==> config.mk <==
export PLATFORM = sky130hd
export DESIGN_NAME = cic_readout_arbiter_flat
export DESIGN_NICKNAME = d
export VERILOG_FILES = /design/src/rtl/cic_readout_arbiter_if.sv /design/src/rtl/cic_readout_arbiter.sv /design/src/flat_wrapper.sv
export SDC_FILE = /design/constraint.sdc
export NUM_CORES = 1
export LEC_CHECK = 0
export CAP_MARGIN = 40
export CORE_ASPECT_RATIO = 0.9
export CORE_UTILIZATION = 45
export CTS_CLUSTER_SIZE = 10
export DETAILED_ROUTE_END_ITERATION = 7
export HOLD_SLACK_MARGIN = 0.1
export PLACE_DENSITY_LB_ADDON = 0.12
export SYNTH_ARGS = -nofsm -noshare
export SYNTH_HDL_FRONTEND = slang
export SYNTH_SLANG_ARGS = --single-unit
==> constraint.sdc <==
create_clock -name clk -period 4.8 [get_ports clk]
set_input_delay 1.44 -clock clk [delete_from_list [all_inputs] [get_ports clk]]
set_output_delay 1.44 -clock clk [all_outputs]
set_load 0.01 [all_outputs]
==> src/rtl/cic_readout_arbiter_if.sv <==
// rtl/cic_readout_arbiter_if.sv - sample-in / tagged-stream-out bundle for cic_readout_arbiter (dout_ts under CIC_ARB_TIMESTAMP_EN)
interface cic_readout_arbiter_if #(
    parameter int N_CH        = 4,
    parameter int DATA_WIDTH  = 32,
    parameter int CH_ID_WIDTH = 2,
    parameter int TS_WIDTH    = 32
);
    logic [N_CH*DATA_WIDTH-1:0] din;
    logic [N_CH-1:0]            din_flag;
    logic [DATA_WIDTH-1:0]      dout;
    logic [CH_ID_WIDTH-1:0]     dout_ch;
    logic                       dout_valid;
    logic                       dout_ready;
    logic [N_CH-1:0]            overflow;
    logic [N_CH-1:0]            ovf_clear;
`ifdef CIC_ARB_TIMESTAMP_EN
    logic [TS_WIDTH-1:0]        dout_ts;
`endif

    // Decimator bank / downstream consumer side
    modport master (
        output din, din_flag, dout_ready, ovf_clear,
`ifdef CIC_ARB_TIMESTAMP_EN
        input  dout_ts,
`endif
        input  dout, dout_ch, dout_valid, overflow
    );

    // Arbiter side
    modport slave (
        input  din, din_flag, dout_ready, ovf_clear,
`ifdef CIC_ARB_TIMESTAMP_EN
        output dout_ts,
`endif
        output dout, dout_ch, dout_valid, overflow
    );
endinterface

==> src/rtl/cic_readout_arbiter.sv <==
// rtl/cic_readout_arbiter.sv - per-channel sample holding + round-robin serialiser; optional timestamps via CIC_ARB_TIMESTAMP_EN
module cic_readout_arbiter #(
    parameter int N_CH        = 4,
    parameter int DATA_WIDTH  = 32,
    parameter int CH_ID_WIDTH = 2,
    parameter int TS_WIDTH    = 32
) (
    input  logic                  clk,
    input  logic                  rst_n,
    cic_readout_arbiter_if.slave  bus
);
    localparam int PTR_W = (N_CH > 1) ? $clog2(N_CH) : 1;
    localparam logic [PTR_W:0]   N_CH_W   = (PTR_W + 1)'(N_CH);
    localparam logic [PTR_W-1:0] LAST_IDX = PTR_W'(N_CH - 1);

    // A channel tag too narrow to name every channel is a build error
    generate
        if ((1 << CH_ID_WIDTH) < N_CH) begin : g_bad_ch_id_width
            $error("CH_ID_WIDTH too small for N_CH");
        end
    endgenerate

    logic [DATA_WIDTH-1:0]  r_hold [N_CH];
    logic [N_CH-1:0]        r_pend;
    logic [N_CH-1:0]        r_ovf;
    logic [PTR_W-1:0]       r_ptr;
    logic [DATA_WIDTH-1:0]  r_dout;
    logic [CH_ID_WIDTH-1:0] r_dout_ch;
    logic                   r_dout_valid;

    logic                   w_fire;
    logic                   w_grant;
    logic [PTR_W-1:0]       w_grant_idx;
    logic [N_CH-1:0]        w_grant_vec;
    logic [N_CH-1:0]        w_ovf_set;
    logic [PTR_W:0]         w_sum;

    // Output register may be reloaded when empty or being drained this cycle
    assign w_fire = !r_dout_valid || bus.dout_ready;

    // First pending channel at or after the pointer, wrapping modulo N_CH
    always_comb begin
        w_grant     = 1'b0;
        w_grant_idx = '0;
        w_sum       = '0;
        for (int i = 0; i < N_CH; i++) begin
            w_sum = {1'b0, r_ptr} + (PTR_W + 1)'(i);
            if (w_sum >= N_CH_W) begin
                w_sum = w_sum - N_CH_W;
            end
            if (!w_grant && r_pend[PTR_W'(w_sum)]) begin
                w_grant     = 1'b1;
                w_grant_idx = PTR_W'(w_sum);
            end
        end
    end

    // Per-channel grant strobe and overwrite-before-send detection
    always_comb begin
        w_grant_vec = '0;
        w_ovf_set   = '0;
        for (int k = 0; k < N_CH; k++) begin
            w_grant_vec[k] = w_fire && w_grant && (w_grant_idx == PTR_W'(k));
            // A flag colliding with its own grant is not an overwrite: the old sample leaves now
            w_ovf_set[k]   = bus.din_flag[k] && r_pend[k] && !w_grant_vec[k];
        end
    end

    // Holding registers, pending bits and sticky overflow (new event beats clear)
    always_ff @(posedge clk or negedge rst_n) begin
        if (!rst_n) begin
            for (int k = 0; k < N_CH; k++) begin
                r_hold[k] <= '0;
            end
            r_pend <= '0;
            r_ovf  <= '0;
        end else begin
            for (int k = 0; k < N_CH; k++) begin
                if (bus.din_flag[k]) begin
                    r_hold[k] <= bus.din[k*DATA_WIDTH +: DATA_WIDTH];
                    r_pend[k] <= 1'b1;
                end else if (w_grant_vec[k]) begin
                    r_pend[k] <= 1'b0;
                end
            end
            r_ovf <= (r_ovf & ~bus.ovf_clear) | w_ovf_set;
        end
    end

    // Output stage and round-robin pointer; pointer moves only on a grant
    always_ff @(posedge clk or negedge rst_n) begin
        if (!rst_n) begin
            r_dout       <= '0;
            r_dout_ch    <= '0;
            r_dout_valid <= 1'b0;
            r_ptr        <= '0;
        end else if (w_fire) begin
            if (w_grant) begin
                r_dout       <= r_hold[w_grant_idx];
                r_dout_ch    <= CH_ID_WIDTH'(w_grant_idx);
                r_dout_valid <= 1'b1;
                r_ptr        <= (w_grant_idx == LAST_IDX) ? '0 : w_grant_idx + 1'b1;
            end else begin
                r_dout_valid <= 1'b0;
            end
        end
    end

`ifdef CIC_ARB_TIMESTAMP_EN
    logic [TS_WIDTH-1:0] r_ts_cnt;
    logic [TS_WIDTH-1:0] r_ts_hold [N_CH];
    logic [TS_WIDTH-1:0] r_dout_ts;

    // Free-running stamp, captured alongside each sample and forwarded with it
    always_ff @(posedge clk or negedge rst_n) begin
        if (!rst_n) begin
            r_ts_cnt  <= '0;
            r_dout_ts <= '0;
            for (int k = 0; k < N_CH; k++) begin
                r_ts_hold[k] <= '0;
            end
        end else begin
            r_ts_cnt <= r_ts_cnt + 1'b1;
            for (int k = 0; k < N_CH; k++) begin
                if (bus.din_flag[k]) begin
                    r_ts_hold[k] <= r_ts_cnt;
                end
            end
            if (w_fire && w_grant) begin
                r_dout_ts <= r_ts_hold[w_grant_idx];
            end
        end
    end

    assign bus.dout_ts = r_dout_ts;
`endif

    assign bus.dout       = r_dout;
    assign bus.dout_ch    = r_dout_ch;
    assign bus.dout_valid = r_dout_valid;
    assign bus.overflow   = r_ovf;
endmodule

==> src/flat_wrapper.sv <==
// flat-port wrapper written by rule: the top's interface ports become plain ports
module cic_readout_arbiter_flat 
#(
    parameter int N_CH        = 4,
    parameter int DATA_WIDTH  = 32,
    parameter int CH_ID_WIDTH = 2,
    parameter int TS_WIDTH    = 32
)
  (clk, rst_n, bus_din, bus_din_flag, bus_dout_ready, bus_ovf_clear, bus_dout, bus_dout_ch, bus_dout_valid, bus_overflow);
  cic_readout_arbiter_if #(.N_CH(N_CH), .DATA_WIDTH(DATA_WIDTH), .CH_ID_WIDTH(CH_ID_WIDTH), .TS_WIDTH(TS_WIDTH)) bus_i ();
  input  logic clk;
  input  logic rst_n;
  input wire logic [$bits(bus_i.din)-1:0] bus_din;
  input wire logic [$bits(bus_i.din_flag)-1:0] bus_din_flag;
  input wire logic [$bits(bus_i.dout_ready)-1:0] bus_dout_ready;
  input wire logic [$bits(bus_i.ovf_clear)-1:0] bus_ovf_clear;
  output wire logic [$bits(bus_i.dout)-1:0] bus_dout;
  output wire logic [$bits(bus_i.dout_ch)-1:0] bus_dout_ch;
  output wire logic [$bits(bus_i.dout_valid)-1:0] bus_dout_valid;
  output wire logic [$bits(bus_i.overflow)-1:0] bus_overflow;
  assign bus_i.din = bus_din;
  assign bus_i.din_flag = bus_din_flag;
  assign bus_i.dout_ready = bus_dout_ready;
  assign bus_i.ovf_clear = bus_ovf_clear;
  assign bus_dout = bus_i.dout;
  assign bus_dout_ch = bus_i.dout_ch;
  assign bus_dout_valid = bus_i.dout_valid;
  assign bus_overflow = bus_i.overflow;
  cic_readout_arbiter #(.N_CH(N_CH), .DATA_WIDTH(DATA_WIDTH), .CH_ID_WIDTH(CH_ID_WIDTH), .TS_WIDTH(TS_WIDTH)) u_core (.clk(clk), .rst_n(rst_n), .bus(bus_i));
endmodule
==> summary.md <==
| Metric | Value |
|---|---|
| Initial core utilization | 46.6% |
| Routed vias | 4,797 |
| 1st-pass router iterations | 6 |
| Distinct cells, synth | 31 |
| Number of max-cap violations | 0 |
| CP Capture Type | flip-flop |
| CP required | 5.13 ns |
| Count of hold-fix buffers inserted at cts | 0 |
| Slowest CP cell | nand2_1 |
| Area Growth Syn to Fin | 36.5% |
| Vias in the first global route | 5,080 |
| GR Util All Layers | 22.3% |
| Slew @ Worst Pin | ~0.8 ns |
| Clock sink count | 173 |
| Power Total | 5.36 mW |
| Worst VDD drop | 410 uV |
| CTS tree | yes |
| Post-Place Cells | between 800 and 900 |
| RSZ-0062 raised after global routing | false |
| DRC viols | 0 |
| Number of synthesis warnings | 0 |
| Pins Over Slew Limit | 0 |
| Setup WS pre-CTS | 1.33 ns |
| Clk_skew | 0.00890 ns |
| WL per Instance | 19.5 um |
| Ant. Diodes | 0 |
| PD cells | approximately 540 nW/um^2 |
| Chip width | 136 um |
| Clock Latency Late Sink | about 0.42 ns |
| Multi-input logic area | 2760 um^2 |
| Final min period | 3.03 ns |
| First DRT Iteration DRCs | 256 |
| Syn Area/Cell | 14.3 um^2 |
| Final Hold Fails | 0 |
| Routed wire length | 17,500 um |
| Mapped Area | 7300 um^2 |
| Fraction of layout cells with a size suffix above 1 | 25.7% |
| Static leakage | around 4.3 nW |
| CP max FO | 18 |
| Flops & latches, synth | 173 |
| Setup_tns | 0 ns |
| Finished Core Util | between 60 and 70% |
| Final WS setup | 1.77 ns |
| Initial antenna violation count | 0 |
| Setup repair bufs after CTS | 0 |
| # IOs | 178 |
| Arr. time, crit path | 3.36 ns |
| Syn Inst Count | 512 |
| # H-tree levels | 4 |
| Top delay family on crit path | buffers and inverters |
| Worst Path Class, Setup | input pin to flip-flop |
| # setup viols final | 0 |
| CP Cell Sequence | clkdlybuf4s50_1 -> inv_1 -> a21oi_2 -> nand2_1 -> buf_4 -> o221ai_1 |
| Row Count | 43 |
| TritonCTS Buffers | 17 |
| Final non-filler cell area | 9970 um^2 |
| # nets final | 822 |
| Core ar. | 15,700 um^2 |
| Crit path buffers/inverters | 3 |
| Post-DRT Antenna Nets | 0 |
| IO buf count | roughly 180 |
| Non-filler instance count after layout | 898 |
| Relative slew slack | between 40% and 50% |
| GP Congestion | 0.788 |
| Worst Hold Class | flip-flop to flip-flop |
| First-pass GRT wire length | 27,400 um |
| # fillers | between 1,000 and 1,500 |
| Post-synthesis sequential area ratio | between 50% and 60% |
| Global route overflow | 0 |
| Placed cell areas | 9310 um^2 |
| Via-per-instance ratio | 5.34 |
| Startpoint types | input pin |
| Syn_nets | 651 |
| Hold slack final | about 0.49 ns |
| Max clock buf depth | 2 |
| Outcome | finished clean |
| Register area | 4330 um^2 |
| Max stage delay on crit path | 0.51 ns |
| Post-DP HPWL | about 12,000 um |
| CTS Root Cell | clkbuf_16 |
| Pin count of the biggest net entering global routing | 96 |
| Final Cycle Share | 63.1% |
| Clk slew on worst S/H paths | 0.06 ns |
| Maximum clock rate | between 0.3 and 0.4 GHz |
| Die area | 16,700 um^2 |
| Die height | 123 um |
| Post-CTS Resized | 0 |
==> cell usage after synthesis <==
cell type  count  area [um^2]
and2_1         1         6.26
clkbuf_1      14         52.6
a21o_1         3         22.5
a211o_1        1         8.76
buf_1          3         11.3
o21ai_1        2         10.0
a21oi_1        2         10.0
mux2_2       128         1440
buf_6          8         90.1
buf_2          7         35.0
nor2b_1        1         6.26
nand2_1       41          154
nor3b_2        1         12.5
inv_1          9         33.8
o22ai_1        3         18.8
nand3_1        1         5.00
buf_4          2         15.0
o221ai_2       1         15.0
o22ai_2        1         12.5
xnor2_1        1         8.76
o21bai_1       2         15.0
o2bb2ai_1      1         8.76
nor2_1         4         15.0
o221ai_1      32          280
dfrtp_1      173         4330
nor4_1         1         6.26
a32o_1         1         10.0
nand2b_1       2         12.5
o21ai_0        1         5.00
a21oi_2        1         8.76
mux2i_1       64          641
==> per-layer routing <==
layer | share of wire, % | track usage [%] | vias to the layer above | wire (um)
li1 | - | - | 2206 | -
met1 | 42 | 28.2 | 2466 | 7420
met2 | 51 | 37.1 | 115 | 8930
met3 | 5.7 | 6.53 | 10 | 1000
met4 | 0.73 | 6.32 | 0 | 127
met5 | 0 | 0 | - | 0
==> sequential cells by signal, summed over array words and instances (netlist names) <==
signal                 flops
u_core.bus.dout           32
u_core.bus.dout_ch         2
u_core.bus.dout_valid      1
u_core.bus.overflow        4
u_core.r_hold            128
u_core.r_pend              4
u_core.r_ptr               2
==> kinds of logic (layout without fill, tap and decap cells) <==
kind of cell	count (synthesis)	count (layout)	synth area share (%)
AO/OA/AOI/OAI	51	51	5.83
flip-flops	173	173	59.3
XOR/XNOR	1	1	0.120
multiplexers	192	192	28.5
buffers and inverters	43	227	3.26
AND/OR/NAND/NOR	52	52	2.98
==> worst register-to-register path, stage by stage, from the launching register on <==
cell      delay (ns)
dfrtp_1         0.46
nor4_1          0.56
a21oi_2         0.15
nand2_1         0.61
buf_4           0.36
o221ai_1        0.14
==> final timing paths <==
path,depth (start not counted),from,to,slack [ns]
min in group asynchronous,1,rst_n,u_core.r_hold[90],1.03
worst max register to register,5,u_core.r_pend[0],u_core.bus.dout[20],2.38
worst min-delay path,2,u_core.bus.dout[9],u_core.bus.dout[9],0.49
worst min register to register,2,u_core.bus.dout[9],u_core.bus.dout[9],0.49
worst max-delay path,6,bus_dout_ready,u_core.bus.dout[20],1.77
max in group asynchronous,2,rst_n,u_core.r_hold[44],2.76
==> area by class of cell <==
cell class	count	share of cell area (%)
flip-flops and latches	173	43.4
multi-input cells	296	27.6
repair buffers	186	19.4
clock buffers	21	4.72
well taps	202	2.54
clock inverters	11	1.88
inverters	9	0.339
==> where the power goes <==
| group | total [mW] | leakage, nW | internal [mW] | switching [mW] |
|---|---|---|---|---|
| Sequential | 1.94 | 2.03 | 1.75 | 0.194 |
| Clock | 1.51 | 0.315 | 0.962 | 0.548 |
| Combinational | 1.91 | 1.91 | 1.01 | 0.905 |
| Total | 5.36 | 4.25 | 3.72 | 1.65 |
==> layout by cell type, fill, tap and decap left out, drive strengths merged <==
master	netlist	final
a211o	1	1
a21o	3	3
a21oi	3	3
a32o	1	1
and2	1	1
buf	20	14
bufinv	0	5
clkbuf	14	21
clkdlybuf4s50	0	172
clkinv	0	3
clkinvlp	0	3
dfrtp	173	173
inv	9	9
mux2	128	128
mux2i	64	64
nand2	41	41
nand2b	2	2
nand3	1	1
nor2	4	4
nor2b	1	1
nor3b	1	1
nor4	1	1
o21ai	3	3
o21bai	2	2
o221ai	33	33
o22ai	4	4
o2bb2ai	1	1
xnor2	1	1
(Power assumes the default switching activity.)
